**src/rtl/ram_scan_pkg.sv**
```systemverilog
// Shared types for the RAM scan streamer: run modes, FSM state codes and the
// word-boundary continuation rule.
package ram_scan_pkg;

  typedef enum logic [1:0] {
    MODE_IDLE  = 2'd0,
    MODE_STEP  = 2'd1,
    MODE_FRAME = 2'd2,
    MODE_LOOP  = 2'd3
  } mode_e;

  localparam logic [1:0] S_IDLE = 2'd0;
  localparam logic [1:0] S_RD   = 2'd1;
  localparam logic [1:0] S_OUT  = 2'd2;
  localparam logic [1:0] S_WB   = 2'd3;

  // Decides at a word boundary whether the scanner fetches another word.
  function automatic logic keep_running(input mode_e m, input logic at_last);
    return (m == MODE_LOOP) || ((m == MODE_FRAME) && !at_last);
  endfunction

endpackage

```
**src/rtl/ram_scan_streamer_key_step_debounce.sv**
```systemverilog
// Push-button conditioner: two-flop synchroniser, DEB_CYC stable-time filter and
// a one-cycle pulse on each debounced press (falling edge of key_n).
module key_step_debounce #(
  parameter int DEB_CYC = 500000
) (
  input  logic clk,
  input  logic rst,
  input  logic key_n,
  output logic press
);

  localparam int CNT_W = $clog2(DEB_CYC + 1);

  logic [1:0]       sync;
  logic             stable;
  logic [CNT_W-1:0] cnt;

  always_ff @(posedge clk or posedge rst) begin
    if (rst) begin
      sync   <= 2'b11;
      stable <= 1'b1;
      cnt    <= '0;
      press  <= 1'b0;
    end else begin
      sync  <= {sync[0], key_n};
      press <= 1'b0;
      if (sync[1] == stable) begin
        cnt <= '0;
      end else if (cnt == CNT_W'(DEB_CYC - 1)) begin
        stable <= sync[1];
        cnt    <= '0;
        press  <= stable;
      end else begin
        cnt <= cnt + CNT_W'(1);
      end
    end
  end

endmodule

```
**src/rtl/ram_scan_streamer.sv**
```systemverilog
// Scans RAM window BASE..BASE+LEN-1 and streams the words out with valid/ready.
// Optional CLEAR_ON_READ_EN: each accepted word is overwritten with 0 in an extra write cycle.
module ram_scan_streamer
  import ram_scan_pkg::*;
#(
  parameter int ADDR_W  = 16,
  parameter int DATA_W  = 8,
  parameter int RD_LAT  = 1,
  parameter int BASE    = 0,
  parameter int LEN     = 1024,
  parameter int DEB_CYC = 500000
) (
  input  logic              clk,
  input  logic              rst,
  input  logic [1:0]        mode,
  input  logic              start,
  input  logic              key_n,
  output logic [ADDR_W-1:0] ram_addr,
  output logic              ram_cs,
  output logic              ram_write,
  output logic [DATA_W-1:0] ram_wdata,
  input  logic [DATA_W-1:0] ram_rdata,
  output logic [DATA_W-1:0] out_data,
  output logic              out_valid,
  input  logic              out_ready,
  output logic              out_sof,
  output logic              out_eof,
  output logic [DATA_W-1:0] led,
  output logic              busy,
  output logic              frame_done
);

  logic [1:0]        state;
  logic [ADDR_W-1:0] idx;
  logic [ADDR_W-1:0] nxt_idx;
  logic [2:0]        lat_cnt;
  logic              key_press;
  logic              at_last;
  logic              run_on;
  mode_e             mode_q;

  key_step_debounce #(.DEB_CYC(DEB_CYC)) u_key (
    .clk   (clk),
    .rst   (rst),
    .key_n (key_n),
    .press (key_press)
  );

  assign mode_q  = mode_e'(mode);
  assign at_last = (idx == ADDR_W'(LEN - 1));
  assign nxt_idx = at_last ? '0 : idx + ADDR_W'(1);
  assign run_on  = keep_running(mode_q, at_last);

  assign out_valid = (state == S_OUT);
  assign out_sof   = out_valid && (idx == '0);
  assign out_eof   = out_valid && at_last;
  assign busy      = (state != S_IDLE);
  assign ram_wdata = '0;

`ifdef CLEAR_ON_READ_EN
  assign ram_cs    = (state == S_RD) || (state == S_WB);
  assign ram_write = (state == S_WB);
`else
  assign ram_cs    = (state == S_RD);
  assign ram_write = 1'b0;
`endif

  // Address is parked at 0 whenever the RAM is not selected.
  assign ram_addr = ram_cs ? ADDR_W'(BASE) + idx : '0;

`ifdef CLEAR_ON_READ_EN
  logic cont_q;
`endif

  always_ff @(posedge clk or posedge rst) begin
    if (rst) begin
      state      <= S_IDLE;
      idx        <= '0;
      lat_cnt    <= '0;
      out_data   <= '0;
      led        <= '0;
      frame_done <= 1'b0;
`ifdef CLEAR_ON_READ_EN
      cont_q     <= 1'b0;
`endif
    end else begin
      frame_done <= 1'b0;
      case (state)
        S_IDLE: begin
          lat_cnt <= '0;
          if (mode_q == MODE_LOOP || (mode_q == MODE_STEP && key_press)) begin
            state <= S_RD;
          end else if (mode_q == MODE_FRAME && start) begin
            state <= S_RD;
            idx   <= '0;
          end
        end
        // RAM data arrives RD_LAT cycles after the address; capture on the following edge.
        S_RD: begin
          if (lat_cnt == 3'(RD_LAT)) begin
            out_data <= ram_rdata;
            lat_cnt  <= '0;
            state    <= S_OUT;
          end else begin
            lat_cnt <= lat_cnt + 3'd1;
          end
        end
        S_OUT: begin
          if (out_ready) begin
            led        <= out_data;
            frame_done <= at_last && (mode_q == MODE_FRAME || mode_q == MODE_LOOP);
`ifdef CLEAR_ON_READ_EN
            cont_q <= run_on;
            state  <= S_WB;
`else
            idx   <= nxt_idx;
            state <= run_on ? S_RD : S_IDLE;
`endif
          end
        end
`ifdef CLEAR_ON_READ_EN
        S_WB: begin
          idx   <= nxt_idx;
          state <= cont_q ? S_RD : S_IDLE;
        end
`endif
        default: state <= S_IDLE;
      endcase
    end
  end

endmodule

```
**config.mk**
```make
export PLATFORM = sky130hd
export DESIGN_NAME = ram_scan_streamer
export DESIGN_NICKNAME = d
export VERILOG_FILES = /design/src/rtl/ram_scan_pkg.sv /design/src/rtl/ram_scan_streamer_key_step_debounce.sv /design/src/rtl/ram_scan_streamer.sv
export SDC_FILE = /design/constraint.sdc
export NUM_CORES = 1
export LEC_CHECK = 0
export BUFFER_PORTS_ARGS = -buffer_cell sky130_fd_sc_hd__buf_4
export CAP_MARGIN = 20
export CORE_ASPECT_RATIO = 0.5
export CORE_UTILIZATION = 55
export DETAILED_ROUTE_END_ITERATION = 8
export GPL_TIMING_DRIVEN = 0
export HOLD_SLACK_MARGIN = 0.12
export PLACE_DENSITY = 0.77
export SLEW_MARGIN = 10
export SYNTH_ARGS = -nofsm -noshare
export SYNTH_HDL_FRONTEND = slang
export SYNTH_SLANG_ARGS = --single-unit
```
**constraint.sdc**
```tcl
create_clock -name clk -period 3 [get_ports clk]
set_input_delay 0.6 -clock clk [delete_from_list [all_inputs] [get_ports clk]]
set_output_delay 0.6 -clock clk [all_outputs]
set_load 0.03 [all_outputs]
```
# Word-level counts from Yosys, hierarchy flattened
# Index checks and enable logic that the tools add are counted.
# op_classes
magnitude_cmp	0
n_reduce_logical	20
shift	0
n_bitwise	1
multipliers	0
n_mux	20
div	0
n_eq_ne	14
addsub	3
# op_table
operator	n
$mux W16	5
$mux W19	2
$pmux W16 S2	1
$add A19 B1 Y19 const B	1
$eq A19 B19 Y1 const B	1
$add A16 B1 Y16 const B	1
$eq A16 B10 Y1 const B	1
$logic_not A16 Y1	1
$mux W2	4
$eq A2 B2 Y1 const B	3
$logic_and A1 B1 Y1	6
$pmux W2 S3	1
$pmux W3 S2	1
$reduce_and A2 Y1	3
$reduce_bool A2 Y1	3
$mux W1	5
$eq A2 B1 Y1 const B	2
$ne A2 B1 Y1 const B	2
$ne A2 B2 Y1 const B	2
$reduce_and A4 Y1	1
$add A3 B1 Y3 const B	1
$eq A3 B1 Y1 const B	1
$logic_or A1 B1 Y1	3
$mux W3	1
6 further kinds	6
# word_totals
latch_bits	0
memories	0
input_bits	15
rom_bits	0
ram_bits	0
register_bits	61
out_inout_bits	47

# Longest topological paths before layout
# logic_depth
depth_word	7
ltp_mapped	7
ltp_nobuf	5

# Hierarchy
# A second synthesis with hierarchy kept.
# unflattened
cells_unflattened	310
area_unflattened_um2	3185.6
# modules_own_cells
module	seq_area_each_um2	area_each_um2	instances	cells_each
ram_scan_streamer	950.9	2028.2	1	202
key_step_debounce	579.3	1157.4	1	108

# Least setup slack after synthesis
# Ideal clock, no wire load.
# synth_timing
path_type	reg-to-output
from	register idx[10]
to	output port out_eof
required_ps	2400
setup_slack_ps	409
arrival_time_ps	1991
path_stages_with_launch	5
path_buffers	1
path_cell_list	dfrtp_1 or4_1 or4_1 buf_2 nor2_1
# synth_between
elab_chain_cells	2
# synth_lines
element	line	source
start: declaration	ram_scan_streamer.sv:34	logic [ADDR_W-1:0] idx;
start signal: assignment	ram_scan_streamer.sv:116	idx <= nxt_idx;
$eq A16 B10 Y1	ram_scan_streamer.sv:50	assign at_last = (idx == ADDR_W'(LEN - 1));
$logic_and A1 B1 Y1	ram_scan_streamer.sv:56	assign out_eof = out_valid && at_last;
end: declaration	ram_scan_streamer.sv:27	output logic out_eof,
# No other way between the ends.

# Worst setup path in the final report
# Ends and elaborated chain as after synthesis.

==> out/metrics.cfg <==
[critical_path]
cp.required_ns=2.40
timing.critical_path.buf_inv=2
rr_worst_depth=6
r2r-start=idx[10]
startpoint_type=flip-flop
path_cells=or4_4 > or4_1 > clkbuf_4 > nor2_1 > buf_4
crit_slowest_cell=or4_1
critPathMaxFanout=6
cpPeakStageDelay_ns=0.55
crit_path_end=out_eof
worstReg2RegEnd=idx[3]
worstSetupPathDepth=5
critical-path-top-delay-family=simple AND/OR/NAND/NOR gates
path_class=flip-flop to output port
startpoint=idx[10]
arrival_ns=2.30
worstSetupEndpointType=output port
regToRegSetupSlack_ns=0.67

[grt]
grt-ovfl-total=0
use_met2_pct=42.05
grt_pass1_wl_um=11360
met3_usage_pct=6.021
grt_start_max_net_pins=36
use_met1_pct=30.32
grt_usage_pct=24.51
grt_pass1_vias=2466
antenna_found_initial=0
top_usage_layer=met2

[power_and_ir_drop]
p_leak_uw=0.001763
p_per_area_nw_per_um2=802.3
vdd_drop_max_mv=0.4069

[finish]
postLayoutCellArea_um2=3993
fin_util_pct=72.70
drive_gt1_share_pct=28.32
nNetsFinal=412
final_cell_mix=buf_4, dfrtp_1, nor2_1
area_growth_pct=26.63
diodes=0
final_common_cell=buf_4

[flow_run]
cap_violations=0

[clock_network]
insertion_delay_ns=0.32
htreeDepth=3
clock_path_buffers=2
cts_tree=built
cts_root_buf=clkbuf_16
numCtsBuffers=9
clk_pin_slew_ns=0.05
cts_sinks=61
cts_hold_buf=0

[synthesis]
syn_avg_cell_area_um2=9.823
synthFlopType=dfrtp_1
synth_edf_count=0
ys_seq_elements=61
ys_top_cells_by_area=dfrtp_1, mux2_2, a21oi_1, o21ai_0, nor2_1
synthDistinctLibCells=46
async_flop_share_pct=100.0
syn_area_um2=3153
yosys_warnings=0
syn_inst=321
seq_area_frac_synth_pct=48.53
synth.largest_area_cell=dfrtp_1
yosysTopAreaCellShare_pct=46.03

[drt]
drc=0
num_vias=2654
vias_per_cell=5.623
drt_first_pass_iters=4
drt_iter0_drc=161
wl_um=6868
final_antenna_net_count=0
routedWlPerCell_um=14.55

[timing]
drv_slew=0
skew_ns=0.007396
final.setup.tns_ns=0
period_needed_ns=2.897
max_freq_mhz=345.2
relSlewSlack_pct=55.79
timing.final.crit_share_pct=96.55
rsz0062_at_grt=no
hold_viol=0
holdWs_ns=0.3497
final-setup-viol-count=0
tightest_slew_ns=0.6591

[floorplan]
num_rows=19
core_area_um2=5492
die_height_um=55.54
die_area_um2=6058
io_pins=62
die_width_um=109.1
start_util_pct=57.42

[place]
portBuffers=52
place_congestion=0.8234
dpl.hpwl_um=4772
post_dp_cell_area_um2=3685

[status]
outcome=finished, final reports clean

[min_path]
hold_path_class=input pin to asynchronous set/reset pin

-- cell usage after synthesis, types with 10 or more instances --
library cell and n:
xnor2_1 10, nand3_1 14, nand4_1 14, nand2_1 17, inv_1 12, nor2_1 24, buf_4 10, mux2_2 17
dfrtp_1 58, o21ai_0 20, clkbuf_1 12, or3_1 12, a21oi_1 20, and2_1 12
-- routing by layer --
metal | share of wire [%] | wire [um] | up-vias
met4 | 1.0 | 72 | 0
met2 | 50 | 3467 | 79
li1 | - | - | 1274
met1 | 43 | 2923 | 1290
met5 | 0 | 0 | -
met3 | 5.9 | 405 | 11
-- cell type report --
cell class	count	area (um^2)
Clock inverter	4	47.55
Fill cell	415	1499
Buffer	26	148.9
Inverter	12	45.04
Timing Repair Buffer	54	417.9
Multi-Input combinational cell	230	1465
Clock buffer	12	246.5
Sequential cell	61	1530
Tap cell	73	91.34
-- worst reg2reg max path: stages (launching register included) --
cell and delay (ns):
dfrtp_1 0.43, or4_4 0.54, or4_1 0.55, clkbuf_4 0.20, a21oi_4 0.25, buf_6 0.18
nor2_1 0.06
-- how the worst min path moves through the flow --
stage                              from            end  slack, ns  cells past startpoint
after floorplan           u_key.sync[0]  u_key.sync[1]       0.35                      0
after global placement    u_key.sync[0]  u_key.sync[1]       0.35                      0
after detailed placement  u_key.sync[0]  u_key.sync[1]       0.35                      0
after CTS                 u_key.sync[0]  u_key.sync[1]       0.36                      0
after global routing      u_key.sync[0]  u_key.sync[1]       0.36                      0
final                               rst  u_key.cnt[17]       0.35                      2
-- power by group --
group | leakage [uW] | switching, uW | internal, uW | total, uW
sequential | 0.000801 | 117 | 982 | 1100
clock | 0.000143 | 346 | 662 | 1010
combinational | 0.000819 | 671 | 425 | 1100
-- cell families after synthesis --
kind of cell    synth area share, %
fa+ha+maj                     1.191
mux                           6.071
other cells                  0.1189
compound gates                10.20
simple gates                  23.65
flops                         48.53
xor+xnor                      4.166
buf+inv                       6.071
-- per-stage QoR --
| stage | worst slack [ns] | std cells | total power [uW] |
|---|---|---|---|
| global route | 0.008410 | 472 | 3343 |
| floorplan | 0.4090 | 329 | 1806 |
| global placement | 0.2004 | 454 | 2155 |
| detailed placement | 0.4205 | 455 | 2198 |
| finish | 0.1034 | 472 | 3203 |
| CTS | 0.08495 | 471 | 3213 |
-- registers in the layout, summed over array words and instances, names as in the netlist, 2 cells and up --
signal,flops
out_data,8
u_key.sync,2
state,2
lat_cnt,3
u_key.cnt,19
led,8
idx,16
-- what timing repair did --
action	in CTS	in global routing
endpoints found under the hold margin	0	0
setup endpoints to repair	0	1
setup buffers	0	1
resized for setup	0	2
(Power assumes the default switching activity.)
